File: config.mk
export PLATFORM = sky130hd
export DESIGN_NAME = fetch_ctrl
export DESIGN_NICKNAME = d
export VERILOG_FILES = /design/src/rtl/fetch_ctrl.sv
export SDC_FILE = /design/constraint.sdc
export NUM_CORES = 1
export LEC_CHECK = 0
export BUFFER_PORTS_ARGS = -buffer_cell sky130_fd_sc_hd__clkbuf_2
export CAP_MARGIN = 20
export CORE_MARGIN = 2
export CORE_UTILIZATION = 45
export CTS_CLUSTER_SIZE = 24
export DETAILED_ROUTE_END_ITERATION = 10
export HOLD_SLACK_MARGIN = 0.12
export PLACE_DENSITY = 0.82
export SKIP_LAST_GASP = 1
export SLEW_MARGIN = 10
export SYNTH_ARGS = -nofsm -noshare
export SYNTH_HDL_FRONTEND = slang
export SYNTH_SLANG_ARGS = --single-unit
File: constraint.sdc
create_clock -name clk -period 3.35 [get_ports clk]
set_input_delay 0.5025 -clock clk [delete_from_list [all_inputs] [get_ports clk]]
set_output_delay 0.5025 -clock clk [all_outputs]
set_load 0.02 [all_outputs]
File: src/rtl/fetch_ctrl.sv
// rtl/fetch_ctrl.sv - instruction fetch sequencer: PC, req/ack memory port, one-deep output buffer
module fetch_ctrl #(
  parameter int              ADDR_W   = 12,
  parameter int              DATA_W   = 32,
  parameter logic [ADDR_W-1:0] RESET_PC = '0,
  parameter int              TIMEOUT  = 15
) (
  input  logic              clk,
  input  logic              reset,
  input  logic              run,
  input  logic              redirect,
  input  logic [ADDR_W-1:0] redirect_pc,
  output logic              mem_req,
  output logic [ADDR_W-1:0] mem_addr,
  input  logic              mem_ack,
  input  logic [DATA_W-1:0] mem_rdata,
  output logic              ins_valid,
  input  logic              ins_ready,
  output logic [DATA_W-1:0] ins_data,
  output logic [ADDR_W-1:0] ins_pc,
  output logic [15:0]       fetch_cnt,
  output logic              err,
  output logic [1:0]        state_o
);

  typedef enum logic [1:0] {IDLE = 2'd0, REQ = 2'd1, HOLD = 2'd2, ERR = 2'd3} state_t;

  localparam logic [7:0] TMO_LAST = 8'(TIMEOUT - 1);

  state_t            state;
  logic [ADDR_W-1:0] pc;
  logic              pend;
  logic [ADDR_W-1:0] pend_pc;
  logic [7:0]        tmo;

  always_ff @(posedge clk or posedge reset) begin
    if (reset) begin
      state     <= IDLE;
      pc        <= RESET_PC;
      pend      <= 1'b0;
      pend_pc   <= '0;
      tmo       <= '0;
      ins_data  <= '0;
      ins_pc    <= '0;
      fetch_cnt <= '0;
    end else begin
      case (state)
        IDLE: begin
          if (redirect) pc <= redirect_pc;
          if (run) begin
            state <= REQ;
            tmo   <= '0;
          end
        end
        REQ: begin
          if (mem_ack) begin
            if (redirect || pend) begin
              // stale word: drop it and re-issue at the newest redirect target
              pc   <= redirect ? redirect_pc : pend_pc;
              pend <= 1'b0;
              tmo  <= '0;
            end else begin
              ins_data <= mem_rdata;
              ins_pc   <= pc;
              pc       <= pc + 1'b1;
              state    <= HOLD;
            end
          end else begin
            // outstanding request is never abandoned, so the redirect waits for its ack
            if (redirect) begin
              pend    <= 1'b1;
              pend_pc <= redirect_pc;
            end
            if (tmo == TMO_LAST) state <= ERR;
            else                 tmo   <= tmo + 8'd1;
          end
        end
        HOLD: begin
          if (redirect) begin
            pc    <= redirect_pc;
            state <= run ? REQ : IDLE;
            tmo   <= '0;
          end else if (ins_ready) begin
            fetch_cnt <= fetch_cnt + 16'd1;
            state     <= run ? REQ : IDLE;
            tmo       <= '0;
          end
        end
        default: ;
      endcase
    end
  end

  assign mem_req   = (state == REQ);
  assign ins_valid = (state == HOLD);
  assign err       = (state == ERR);
  assign mem_addr  = pc;
  assign state_o   = state;

endmodule

# == Yosys cells after proc, flatten, opt, wreduce, memory -nomap -nowiden ==
# Index checks and enable logic that the tools add are counted.
# totals
reg_bits,95
in_bits,50
out_inout_bits,77
elab_cells,63
# classes
n_addsub,3
n_eq_ne,13
muxes,23
bitwise_logic,3
reduce_logical,13
# ops
op,count
two-way mux 12 bit,4
two-way mux 8 bit,6
case mux 12 bit (2 select lines),1
case mux 8 bit (3 select lines),1
adder 16 x 1 -> 16 bit (second input constant),1
adder 12 x 1 -> 12 bit (second input constant),1
two-way mux 2 bit,6
AND reduction 3 bit,4
AND reduction 5 bit,2
adder 8 x 1 -> 8 bit (second input constant),1
== test 8 x 4 -> 1 bit (second input constant),1
inequality test 2 x 1 -> 1 bit (second input constant),3
inequality test 3 x 2 -> 1 bit (second input constant),2
inequality test 3 bit (second input constant),2
case mux 2 bit (3 select lines),1
== test 2 bit (second input constant),2
two-way mux 1 bit,4
nonzero test 2 bit,2
inequality test 3 x 1 -> 1 bit (second input constant),1
inverter 1 bit,3
nonzero test 3 bit,1
== test 2 x 1 -> 1 bit (second input constant),1
zero test 2 bit,1
inequality test 2 bit (second input constant),1
other kinds (3),3

# == Longest topological paths before layout ==
# depth
word_depth,4
ltp_mapped,8

# == Worst setup path after synthesis ==
# OpenSTA, ideal clock, no wires.
# synth_timing
path_kind,reg2reg
start,reg state[0] (netlist: state_o[0])
end,reg tmo[3]
setup_ns,0.120
t_arrival_ns,2.126
path_slack_ns,1.103
path_stages_with_launch,9
path_buffers,1
period_less_slack_ns,2.247
path_cell_list,dfrtp_1 > inv_1 > ha_1 > or3b_2 > and3_2 > and2_1 > clkbuf_1 > a31oi_1 > nor2_1
# synth_between
elab_chain_len,3
word_cells_on_any_way,10
classes_between,eq/ne (6); mux (1); reduce/logical (3)
# synth_rtl
item,line_no,source
from (decl),30,state_t state;
from (signal assigned),81,state <= run ? REQ : IDLE;
from (signal assigned),85,state <= run ? REQ : IDLE;
== test 2 bit *,n/a,
named net ins_valid,17,"output logic ins_valid,"
inequality test 3 x 2 -> 1 bit (no source line) / nonzero test 3 bit (equally long branches),n/a,
AND reduction 5 bit (no source line),n/a,
to (signal assigned),75,else tmo <= tmo + 8'd1;
to (decl),34,logic [7:0] tmo;
# The timed path passes the listed nets; every way through them passes the cells marked *.
# A chain may end at the register's enable or synchronous reset.

# == Worst setup path after layout ==
# layout_timing
start,reg state[1] (netlist: state_o[1])
end,reg pc[11] (netlist: mem_addr[11])
# layout_between
elab_chain_len,4
word_cells_on_any_way,9
classes_between,eq/ne (4); mux (1); reduce/logical (4)
# layout_rtl
item,line_no,source
== test 2 bit / zero test 2 bit (equally long branches),47,case (state)
OR reduction 2 bit (no source line),n/a,
inequality test 2 x 1 -> 1 bit (no source line) / nonzero test 2 bit (equally long branches),n/a,
AND reduction 3 bit (no source line),n/a,
to (signal assigned),49,if (redirect) pc <= redirect_pc;
to (signal assigned),59,pc <= redirect ? redirect_pc : pend_pc;
to (signal assigned),65,pc <= pc + 1'b1;
to (decl),31,logic [ADDR_W-1:0] pc;
# Several ways; a longest one is shown, not always the timed one.

==> run summary <==
Worst skew pair latency: 0.36 ns
Reg-to-reg endpoint: mem_addr[11]$_DFFE_PP0P_
Placed cells: 626
Crit-path slowest cell: dfrtp_1
Total of max-cap violations: 0
Logic pwr share: 44.2%
Area leader, netlist: dfrtp_1
TritonCTS clock tree: built
FP Rows: 36
Cell with the most instances after synthesis: dfrtp_1
Worst Hold Class: in -> async
Reg-to-reg slack, setup: 1.03 ns
CP max stage delay: 0.44 ns
Top cells by count, synth: dfrtp_1 (95), mux2_2 (59), nand2_1 (34)
Reg clk slew, reported paths: 0.10 ns
H-tree lvl count: 3
Final Hold Vio Count: 0
Overall power: 4940 µW
Post-layout min period: 2.32 ns
Initial Utilization: 45.7%
Status: completed
Syn. warnings: 0
Wirelength per Cell: 14.8 µm
Clk sinks: 95
Via count: 3,367
Hpwl dp: 7020 µm
Critical Path RT: 3.56 ns
Net switching power: 2030 µW
Seq/Total Area, Yosys: 54.2%
Post-synth top area share: 54.2%
Reg2Reg Launch Point: state_o[1]$_DFFE_PP0P_
Initial drt markers: 107
Total GRT Usage: 18.0%
Syn Inst Count: 376
Mapped Nets: 435
Number of global-route vias before repair: 3,190
Net Sw Frac: 41.0%
Post-place setup slack: 0.953 ns
Clock Path Buffers: 2
Reg2reg path depth: 7
Setup CP Type: reg -> reg
CP Buf/Inv Count: 1
CTS buffer count: 9
CTS resizes: 0
Clock power frac: 15.7%
Synth Flop Type: dfrtp_1
Final Cell Area: 5390 µm²
Slew @ Worst Pin: 0.677 ns
Die Span Y: 103 µm
Critical path's top delay family: compound AO/OA/AOI/OAI gates
Fmax: 432 MHz
IO Count: 127
CORE AREA: 9590 µm²
Asr flop ratio synth: 100%
Static Leak: 0.00263 µW
Fin cells: 642
Final setup violation count: 0
Mapped Area: 4380 µm²
EDFF count, synth: 0
Post-route DRC violation count: 0
Routed Antenna Nets: 0
Routed WL: 9510 µm
Slew headroom: 54.6%
Diode count: 0
Grt total ovfl: 0
Port Buf Inserts: 126
Worst Skew: 0.00919 ns
Unrepaired setup endpoints after global routing: false
Crit path cell chain: inv_1 -> ha_1 -> nor2b_1 -> nor2_1 -> o21ai_1 -> a21oi_1 -> a2bb2oi_1
Via density: 5.24
Initial antenna violation count: 0
GPL Wtd Cong: 0.863
Sequential power share: 40.1%
P per Cell Area: 917 nW/µm²
Nets: 563
First-pass DRT Iterations: 4
CP Launch Type: flip-flop
Crit. End Element: flip-flop
Maximum fanout along the worst path: 9
Post-DP Area: 5180 µm²
Unique cell type count in the Yosys netlist: 47
Flops & latches, synth: 95
Clock root cell: clkbuf_8
Post-CTS setup buffers: 0
Pin count of the biggest net entering global routing: 48
Worst setup slack after layout: 1.03 ns
Max Slew Vio Count: 0
Die area: 10,500 µm²
Setup TNS: 0 ns
Area delta synth->final: 22.9%
Ratio of cells with drive above 1 in the final layout: 42.8%
Chip Width: 103 µm
First-pass GRT wire length: 14,800 µm
Synth top area cells: dfrtp_1 (54%), mux2_2 (15%), nand2_1 (2.9%)
Avg Cell Area, Syn: 11.7 µm²
Maximum VDD drop: 0.000544 V
Hold buffer count at cts: 0
Internal Pwr Total: 2910 µW
Crit path DAT: 2.53 ns
Final worst-path cycle share: 69.1%
## layer usage
metal | wire, µm | track usage, %
met5 | 0 | 0
met2 | 4640 | 30.1
met1 | 4160 | 22.5
met3 | 615 | 5.22
met4 | 104 | 6.46
## cell type report
class / count / area [µm²]
Tap cell: 133 / 166
Clock buffer: 11 / 151
Sequential cell: 95 / 2380
Inverter: 10 / 40.0
Clock inverter: 5 / 56.3
Fill cell: 828 / 4210
Multi-Input combinational cell: 258 / 1930
Timing Repair Buffer: 130 / 661
## placed cells by master, fill, tap and decap left out, drive strengths merged, types with 9 or more instances in the layout
cell,count
inv,10
nand3,13
ha,9
clkbuf,137
mux2,60
xor2,12
a21oi,18
dfrtp,95
nand4,9
o21ai,16
xnor2,12
nand2,34
nor2,24
## flip-flops by register name, summed over array words and instances, names as in the netlist
register   cells
fetch_cnt     16
ins_data      32
ins_pc        12
mem_addr      12
pend           1
pend_pc       12
state_o        2
tmo            8
## metrics by stage
stage	hold slack (ns)	utilization (%)
final	0.199	56.1
after global routing	0.231	56.1
after CTS	0.204	56.1
after detailed placement	0.464	54.0
after global placement	0.460	54.0
after floorplan	0.470	-
## worst max path at each step
stage | start | end | slack (ns) | depth (start not counted)
floorplan | reset | fetch_cnt[0]$_DFFE_PP0P_ | 0.37 | 1
global placement | redirect | ins_data[2]$_DFFE_PP0P_ | 1.10 | 4
detailed placement | redirect | tmo[6]$_DFFE_PP0P_ | 0.95 | 6
CTS | state_o[1]$_DFFE_PP0P_ | mem_addr[11]$_DFFE_PP0P_ | 1.05 | 7
global route | state_o[1]$_DFFE_PP0P_ | mem_addr[3]$_DFFE_PP0P_ | 0.80 | 7
finish | state_o[1]$_DFFE_PP0P_ | mem_addr[11]$_DFFE_PP0P_ | 1.03 | 7
## logic make-up after synthesis
| logic type | synth area share [%] |
|---|---|
| flops | 54.2 |
| mux | 16.4 |
| compound gates | 7.68 |
| fa+ha+maj | 2.57 |
| xor+xnor | 4.79 |
| buf+inv | 2.03 |
| simple gates | 12.3 |
## power groups by stage
| stage | Sequential [µW] | Clock [µW] | Combinational (µW) |
|---|---|---|---|
| 6_report | 1980 | 775 | 2180 |
| 5_1_grt | 2050 | 849 | 2390 |
| 4_1_cts | 1980 | 796 | 2200 |
| 3_5_place_dp | 2010 | 0 | 2190 |
| 3_3_place_gp | 1980 | 0 | 2130 |
| 2_1_floorplan | 2360 | 0 | 1110 |
(Power assumes the default switching activity.)
